===== src/rtl/mips32i_ctrl_pkg.sv =====
// Shared types and encodings for the MIPS32i multi-cycle control FSM and its decoder.
package mips32i_ctrl_pkg;

  typedef enum logic [2:0] {
    StRst    = 3'd0,
    StFetch  = 3'd1,
    StDecode = 3'd2,
    StExec   = 3'd3,
    StMem    = 3'd4,
    StWb     = 3'd5,
    StHalt   = 3'd6
  } ctrl_state_e;

  typedef enum logic [2:0] {
    ClsRtype   = 3'd0,
    ClsAluI    = 3'd1,
    ClsLoad    = 3'd2,
    ClsStore   = 3'd3,
    ClsBranch  = 3'd4,
    ClsJump    = 3'd5,
    ClsIllegal = 3'd6
  } instr_class_e;

  typedef enum logic [3:0] {
    AluAdd  = 4'd0,
    AluSub  = 4'd1,
    AluAnd  = 4'd2,
    AluOr   = 4'd3,
    AluXor  = 4'd4,
    AluNor  = 4'd5,
    AluSlt  = 4'd6,
    AluSltu = 4'd7
  } alu_ctrl_e;

  localparam logic [5:0] OpRtype = 6'h00;
  localparam logic [5:0] OpJ     = 6'h02;
  localparam logic [5:0] OpBeq   = 6'h04;
  localparam logic [5:0] OpBne   = 6'h05;
  localparam logic [5:0] OpAddi  = 6'h08;
  localparam logic [5:0] OpAddiu = 6'h09;
  localparam logic [5:0] OpSlti  = 6'h0A;
  localparam logic [5:0] OpSltiu = 6'h0B;
  localparam logic [5:0] OpAndi  = 6'h0C;
  localparam logic [5:0] OpOri   = 6'h0D;
  localparam logic [5:0] OpXori  = 6'h0E;
  localparam logic [5:0] OpLui   = 6'h0F;
  localparam logic [5:0] OpLw    = 6'h23;
  localparam logic [5:0] OpSw    = 6'h2B;

  localparam logic [5:0] FnAdd  = 6'h20;
  localparam logic [5:0] FnAddu = 6'h21;
  localparam logic [5:0] FnSub  = 6'h22;
  localparam logic [5:0] FnSubu = 6'h23;
  localparam logic [5:0] FnAnd  = 6'h24;
  localparam logic [5:0] FnOr   = 6'h25;
  localparam logic [5:0] FnXor  = 6'h26;
  localparam logic [5:0] FnNor  = 6'h27;
  localparam logic [5:0] FnSlt  = 6'h2A;
  localparam logic [5:0] FnSltu = 6'h2B;

  localparam logic [1:0] PcSrcPlus4  = 2'd0;
  localparam logic [1:0] PcSrcBranch = 2'd1;
  localparam logic [1:0] PcSrcJump   = 2'd2;

  typedef struct packed {
    instr_class_e cls;
    logic         imm_zext;
    logic         alu_src_imm;
    alu_ctrl_e    alu_ctrl;
    logic         lui_sel;
    logic         reg_dst_rd;
    logic         mem_to_reg;
    logic         branch_ne;
  } ctrl_dec_t;

endpackage


===== src/rtl/mips32i_ctrl_decode.sv =====
// Combinational opcode/funct decode into instruction class and static datapath selects.
module mips32i_ctrl_decode
  import mips32i_ctrl_pkg::*;
(
  input  logic [5:0] opcode_i,
  input  logic [5:0] funct_i,
  output ctrl_dec_t  dec_o
);

  always_comb begin
    dec_o     = '0;
    dec_o.cls = ClsIllegal;
    case (opcode_i)
      OpRtype: begin
        dec_o.cls        = ClsRtype;
        dec_o.reg_dst_rd = 1'b1;
        case (funct_i)
          FnAdd, FnAddu: dec_o.alu_ctrl = AluAdd;
          FnSub, FnSubu: dec_o.alu_ctrl = AluSub;
          FnAnd:         dec_o.alu_ctrl = AluAnd;
          FnOr:          dec_o.alu_ctrl = AluOr;
          FnXor:         dec_o.alu_ctrl = AluXor;
          FnNor:         dec_o.alu_ctrl = AluNor;
          FnSlt:         dec_o.alu_ctrl = AluSlt;
          FnSltu:        dec_o.alu_ctrl = AluSltu;
          default: begin
            dec_o.cls        = ClsIllegal;
            dec_o.reg_dst_rd = 1'b0;
          end
        endcase
      end
      OpAddi, OpAddiu: begin
        dec_o.cls         = ClsAluI;
        dec_o.alu_src_imm = 1'b1;
        dec_o.alu_ctrl    = AluAdd;
      end
      OpSlti, OpSltiu: begin
        dec_o.cls         = ClsAluI;
        dec_o.alu_src_imm = 1'b1;
        dec_o.alu_ctrl    = (opcode_i == OpSlti) ? AluSlt : AluSltu;
      end
      OpAndi, OpOri, OpXori: begin
        dec_o.cls         = ClsAluI;
        dec_o.imm_zext    = 1'b1;
        dec_o.alu_src_imm = 1'b1;
        dec_o.alu_ctrl    = (opcode_i == OpAndi) ? AluAnd :
                            (opcode_i == OpOri)  ? AluOr  : AluXor;
      end
      OpLui: begin
        dec_o.cls         = ClsAluI;
        dec_o.alu_src_imm = 1'b1;
        dec_o.lui_sel     = 1'b1;
      end
      OpLw, OpSw: begin
        dec_o.cls         = (opcode_i == OpLw) ? ClsLoad : ClsStore;
        dec_o.alu_src_imm = 1'b1;
        dec_o.alu_ctrl    = AluAdd;
        dec_o.mem_to_reg  = (opcode_i == OpLw);
      end
      // Branches compare rs against rt by subtraction; alu_zero then decides.
      OpBeq, OpBne: begin
        dec_o.cls       = ClsBranch;
        dec_o.alu_ctrl  = AluSub;
        dec_o.branch_ne = (opcode_i == OpBne);
      end
      OpJ: dec_o.cls = ClsJump;
      default: dec_o.cls = ClsIllegal;
    endcase
  end

endmodule


===== src/rtl/mips32i_multicycle_ctrl.sv =====
// Multi-cycle main control FSM with imem/dmem handshakes and wait timeout.
// Define MIPS32I_ILLEGAL_TRAP_EN to halt on illegal instructions and expose illegal_instr.
module mips32i_multicycle_ctrl
  import mips32i_ctrl_pkg::*;
#(
  parameter int unsigned TIMEOUT_CYCLES = 255,
  parameter int unsigned CNT_W          = 8
) (
  input  logic       clk,
  input  logic       rst_n,
  input  logic [5:0] opcode,
  input  logic [5:0] funct,
  input  logic       alu_zero,
  input  logic       imem_ack,
  input  logic       dmem_ack,
  output logic       imem_req,
  output logic       dmem_req,
  output logic       dmem_we,
  output logic       ir_write,
  output logic       pc_write,
  output logic [1:0] pc_src,
  output logic       imm_signext0_zeroext1,
  output logic       alu_src_imm,
  output logic [3:0] alu_ctrl,
  output logic       lui_sel,
  output logic       reg_dst_rd,
  output logic       mem_to_reg,
  output logic       reg_write,
  output logic       bus_error,
`ifdef MIPS32I_ILLEGAL_TRAP_EN
  output logic       illegal_instr,
`endif
  output logic [2:0] state_o
);

  localparam logic [CNT_W-1:0] CntLast   = CNT_W'(TIMEOUT_CYCLES - 1);
  localparam bit               TimeoutEn = (TIMEOUT_CYCLES != 0);

  ctrl_state_e      state_q, state_d;
  logic [CNT_W-1:0] cnt_q, cnt_d;
  ctrl_dec_t        dec_q, dec_d, dec_w;
  logic             bus_error_q, bus_error_d;
  logic             timeout_hit;
`ifdef MIPS32I_ILLEGAL_TRAP_EN
  logic             illegal_q, illegal_d;
`endif

  mips32i_ctrl_decode u_decode (
    .opcode_i (opcode),
    .funct_i  (funct),
    .dec_o    (dec_w)
  );

  // This cycle is the last permitted wait; an ack arriving now still wins.
  assign timeout_hit = TimeoutEn && (cnt_q == CntLast);

  always_comb begin
    state_d     = state_q;
    cnt_d       = '0;
    dec_d       = dec_q;
    bus_error_d = bus_error_q;
`ifdef MIPS32I_ILLEGAL_TRAP_EN
    illegal_d   = illegal_q;
`endif
    imem_req  = 1'b0;
    dmem_req  = 1'b0;
    dmem_we   = 1'b0;
    ir_write  = 1'b0;
    pc_write  = 1'b0;
    pc_src    = PcSrcPlus4;
    reg_write = 1'b0;
    unique case (state_q)
      StRst: state_d = StFetch;
      StFetch: begin
        imem_req = 1'b1;
        if (imem_ack) begin
          ir_write = 1'b1;
          pc_write = 1'b1;
          state_d  = StDecode;
        end else if (timeout_hit) begin
          bus_error_d = 1'b1;
          state_d     = StHalt;
        end else begin
          cnt_d = cnt_q + 1'b1;
        end
      end
      StDecode: begin
        dec_d   = dec_w;
        state_d = StExec;
      end
      StExec: begin
        case (dec_q.cls)
          ClsBranch: begin
            pc_src   = PcSrcBranch;
            pc_write = dec_q.branch_ne ? !alu_zero : alu_zero;
            state_d  = StFetch;
          end
          ClsJump: begin
            pc_src   = PcSrcJump;
            pc_write = 1'b1;
            state_d  = StFetch;
          end
          ClsLoad, ClsStore: state_d = StMem;
          ClsRtype, ClsAluI: state_d = StWb;
          default: begin
`ifdef MIPS32I_ILLEGAL_TRAP_EN
            illegal_d = 1'b1;
            state_d   = StHalt;
`else
            state_d   = StFetch;
`endif
          end
        endcase
      end
      StMem: begin
        dmem_req = 1'b1;
        dmem_we  = (dec_q.cls == ClsStore);
        if (dmem_ack) begin
          state_d = (dec_q.cls == ClsStore) ? StFetch : StWb;
        end else if (timeout_hit) begin
          bus_error_d = 1'b1;
          state_d     = StHalt;
        end else begin
          cnt_d = cnt_q + 1'b1;
        end
      end
      StWb: begin
        reg_write = 1'b1;
        state_d   = StFetch;
      end
      StHalt: state_d = StHalt;
      default: state_d = StRst;
    endcase
  end

  always_ff @(posedge clk) begin
    if (!rst_n) begin
      state_q     <= StRst;
      cnt_q       <= '0;
      dec_q       <= '0;
      bus_error_q <= 1'b0;
`ifdef MIPS32I_ILLEGAL_TRAP_EN
      illegal_q   <= 1'b0;
`endif
    end else begin
      state_q     <= state_d;
      cnt_q       <= cnt_d;
      dec_q       <= dec_d;
      bus_error_q <= bus_error_d;
`ifdef MIPS32I_ILLEGAL_TRAP_EN
      illegal_q   <= illegal_d;
`endif
    end
  end

  assign imm_signext0_zeroext1 = dec_q.imm_zext;
  assign alu_src_imm           = dec_q.alu_src_imm;
  assign alu_ctrl              = dec_q.alu_ctrl;
  assign lui_sel               = dec_q.lui_sel;
  assign reg_dst_rd            = dec_q.reg_dst_rd;
  assign mem_to_reg            = dec_q.mem_to_reg;
  assign bus_error             = bus_error_q;
  assign state_o               = state_q;
`ifdef MIPS32I_ILLEGAL_TRAP_EN
  assign illegal_instr         = illegal_q;
`endif

endmodule


===== config.mk =====
export PLATFORM = sky130hd
export DESIGN_NAME = mips32i_multicycle_ctrl
export DESIGN_NICKNAME = d
export VERILOG_FILES = /design/src/rtl/mips32i_ctrl_pkg.sv /design/src/rtl/mips32i_ctrl_decode.sv /design/src/rtl/mips32i_multicycle_ctrl.sv
export SDC_FILE = /design/constraint.sdc
export NUM_CORES = 1
export LEC_CHECK = 0
export ABC_AREA = 1
export CORE_UTILIZATION = 30
export DETAILED_ROUTE_END_ITERATION = 6
export RECOVER_POWER = 25
export SYNTH_ARGS = -nofsm -noshare
export SYNTH_HDL_FRONTEND = slang
export SYNTH_SLANG_ARGS = --single-unit

===== constraint.sdc =====
create_clock -name clk -period 3.1 [get_ports clk]
set_clock_uncertainty 0.2 [all_clocks]
set_input_delay 0.465 -clock clk [delete_from_list [all_inputs] [get_ports clk]]
set_output_delay 0.465 -clock clk [all_outputs]
set_load 0.02 [all_outputs]

==> summary.md <==
| Metric | Value |
|---|---|
| WL/cell | 10.1 um |
| Critical R2R Launch | state_o[1]$_SDFF_PN0_ |
| Worst Tran Pin Value | 0.977 ns |
| Share of synthesized flip-flops with an asynchronous set or reset | 0 |
| Worst path slowest cell | clkdlybuf4s50_1 |
| Critical path required time | 2.43 ns |
| Result of the run | finished clean |
| Fin nets | 266 |
| Clock sink total | 24 |
| Post-synth top area share | 0.343 |
| Final Non-Filler Cells | 298 |
| # H-tree levels | 1 |
| Post-CTS setup buffers | 0 |
| Initial antenna violation count | 0 |
| Area growth syn-to-layout | 33.0% |
| Power Density | 418 nW/um2 |
| Register area share after synthesis | 0.343 |
| Die Footprint | 4940 um2 |
| Yosys reg bits | 24 |
| Layout cells sized above 1 | 0.0528 |
| Residual DRC | 0 |
| Crit path kind | reg2out |
| DP Cell Count | 294 |
| Syn_area_per_cell | 6.63 um2 |
| Critical Path Start | state_o[0]$_SDFF_PN0_ |
| Count leader, synth | nor2_1 |
| Syn Std Cell Area | 1400 um2 |
| Cts repair resizes | 0 |
| Die W | 70.3 um |
| Worst rel slew slack | 0.346 |
| Worst skew pair latency | 0.27 ns |
| YS warnings | 0 |
| Leak Pwr | 0.793 nW |
| Max cap viols | 0 |
| Longest Clk Path Bufs | 2 |
| Unrepaired setup endpoints after global routing | no |
| Crit-path max FO | 6 |
| Vias | 1374 |
| Area contributors post-synth | dfxtp_1 34%, nor2_1 10%, nand2_1 9.1% |
| Fin. max-slew vios | 0 |
| GPL Wtd Cong | 0.907 |
| Drt first pass iters | 4 |
| Reg with most FFs | cnt_q |
| Worst path bufs/invs | 3 |
| Vias per inst | 4.61 |
| Largest registers | cnt_q x8, dec_q x4 |
| CTS Buf Count | 3 |
| Number of synthesized flops with an enable pin | 0 |
| Min Tclk post-route | 2.82 ns |
| Starting Density | 0.317 |
| Worst Setup Start Kind | register |
| Mapped Cells | 211 |
| Ant. Diodes | 0 |
| Fin. Hold Viols | 0 |
| Synth Flop Type | dfxtp_1 |
| Cell taking the most area after synthesis | dfxtp_1 |
| Largest register FFs | 8 |
| Post-Route WL | 3010 um |
| Hold WC Path Type | reg2reg |
| Largest net degree at the start of global routing | 17 |
| Global-route wire length before repair | 5240 um |
| Detailed Route Iter0 Violations | 83 |
| Worst R2R Setup Slack | 0.86 ns |
| Post-DP HPWL | 2340 um |
| Min-delay src | alu_ctrl[2]$_SDFFE_PN0P_ |
| Placed inst area | 1790 um2 |
| CTS tree | yes |
| Core region area | 4410 um2 |
| Post-DRT Antenna Nets | 0 |
| Ports | 38 |
| Cell variety after synth | 29 |
| GRT Total Usage | 0.128 |
| Worst path top cell family by delay | buffers and inverters |
| Sum of negative setup slack | 0 ns |
| PortBufs | 36 |
| Vias in the first global route | 1221 |
| Fmax achieved | 354 MHz |
| Die Y | 70.3 um |
| Peak VDD IR | 0.203 mV |
| CTS Root Cell | clkbuf_8 |
| CP Cell Sequence | inv_1 -> nor3_4 -> inv_1 -> nor2_1 -> nor2_1 -> o21ai_0 -> clkdlybuf4s50_1 |
| Peak per-stage delay on the critical path | 0.62 ns |
| Commonest cells in the synthesized netlist | 38 x nor2_1, 34 x nand2_1, 32 x inv_1, 24 x dfxtp_1, 21 x nand3_1 |
| Final setup viols | 0 |
| Clk slew on worst S/H paths | 0.09 ns |
| Post-route cell area | 1860 um2 |
| Worst Path Arrival | 2.16 ns |
| Tcrit/Tclk final | 0.911 |
| # hold bufs at CTS | 0 |
| Crit path capture type | output port |
| # rows | 24 |
| Synth Net Count | 230 |
| Remaining Overflow, GRT | 0 |
==> power by group <==
group          internal, mW  switching (mW)  leakage [nW]
combinational        0.0707          0.0917         0.563
clock                 0.173           0.102        0.0357
sequential            0.324          0.0167         0.195
total                 0.567           0.210         0.793
==> metrics by stage <==
stage	setup slack [ns]	util	hold slack, ns	power (mW)
final	0.277	0.421	0.269	0.777
after global routing	0.0742	0.421	0.306	0.820
after CTS	0.273	0.422	0.274	0.787
after detailed placement	0.492	0.406	0.253	0.513
after global placement	0.554	0.406	0.247	0.514
after floorplan	0.635	-	0.230	0.443
==> layout by cell type (no fill, tap or decap) <==
| cell type | Yosys | layout |
|---|---|---|
| conb_1 | 1 | 1 |
| nor2_1 | 38 | 39 |
| clkbuf_8 | 0 | 3 |
| nand4_1 | 3 | 3 |
| clkinv_1 | 1 | 1 |
| bufinv_16 | 0 | 1 |
| a31oi_1 | 1 | 1 |
| dfxtp_1 | 24 | 24 |
| nor3_1 | 1 | 1 |
| clkdlybuf4s50_1 | 0 | 30 |
| nor3_4 | 2 | 2 |
| nor3_2 | 1 | 1 |
| xor2_1 | 2 | 2 |
| nand3_1 | 21 | 21 |
| nand2_1 | 34 | 34 |
| nand3b_1 | 1 | 1 |
| o21a_1 | 1 | 1 |
| nor4_1 | 1 | 1 |
| xnor2_1 | 4 | 4 |
| a21oi_1 | 14 | 14 |
| o2111ai_1 | 2 | 2 |
| dlygate4sd3_1 | 0 | 6 |
| o21ai_0 | 12 | 12 |
| buf_4 | 4 | 1 |
| ha_1 | 2 | 2 |
| o211ai_4 | 1 | 1 |
| nand2_2 | 2 | 2 |
| inv_2 | 2 | 2 |
| a41oi_1 | 1 | 1 |
| inv_1 | 32 | 32 |
==> path summary, 6_finish.rpt <==
check | endpoint | cells past startpoint
worst max register to register | dec_q[0]$_SDFFE_PN0P_ | 6
worst max-delay path | pc_write | 7
worst min-delay path | alu_ctrl[2]$_SDFFE_PN0P_ | 2
worst min register to register | alu_ctrl[2]$_SDFFE_PN0P_ | 2
==> logic make-up (layout without fill, tap and decap cells) <==
group,count (synthesis),after routing,synth area share
AOI/OAI and AO/OA,32,32,0.137
xor gates and xnor gates,6,6,0.0376
adders and majority gates,2,2,0.0179
buffers and inverters,41,76,0.123
DFF,24,24,0.343
other,1,1,0.00268
and+or+nand+nor,105,105,0.339
==> worst min-delay path: stages, from the launching register on <==
cell     delay, ns
dfxtp_1       0.32
nand2_1       0.06
a21oi_1       0.06
==> metal layers <==
layer | up-vias | track usage | wire [um]
met5 | - | 0 | 0
li1 | 743 | - | -
met4 | 0 | 0.0400 | 25
met1 | 591 | 0.180 | 1540
met3 | 2 | 0.0188 | 173
met2 | 38 | 0.200 | 1270
==> cell type report <==
class                   instances  area [um2]
fillers                       460        2550
clock inverters                 1        30.0
flip-flops and latches         24         480
well taps                      52        65.1
multi-input cells             146         744
repair buffers                 37         368
clock buffers                   3        41.3
inverters                      35         131
(Power assumes the default switching activity.)
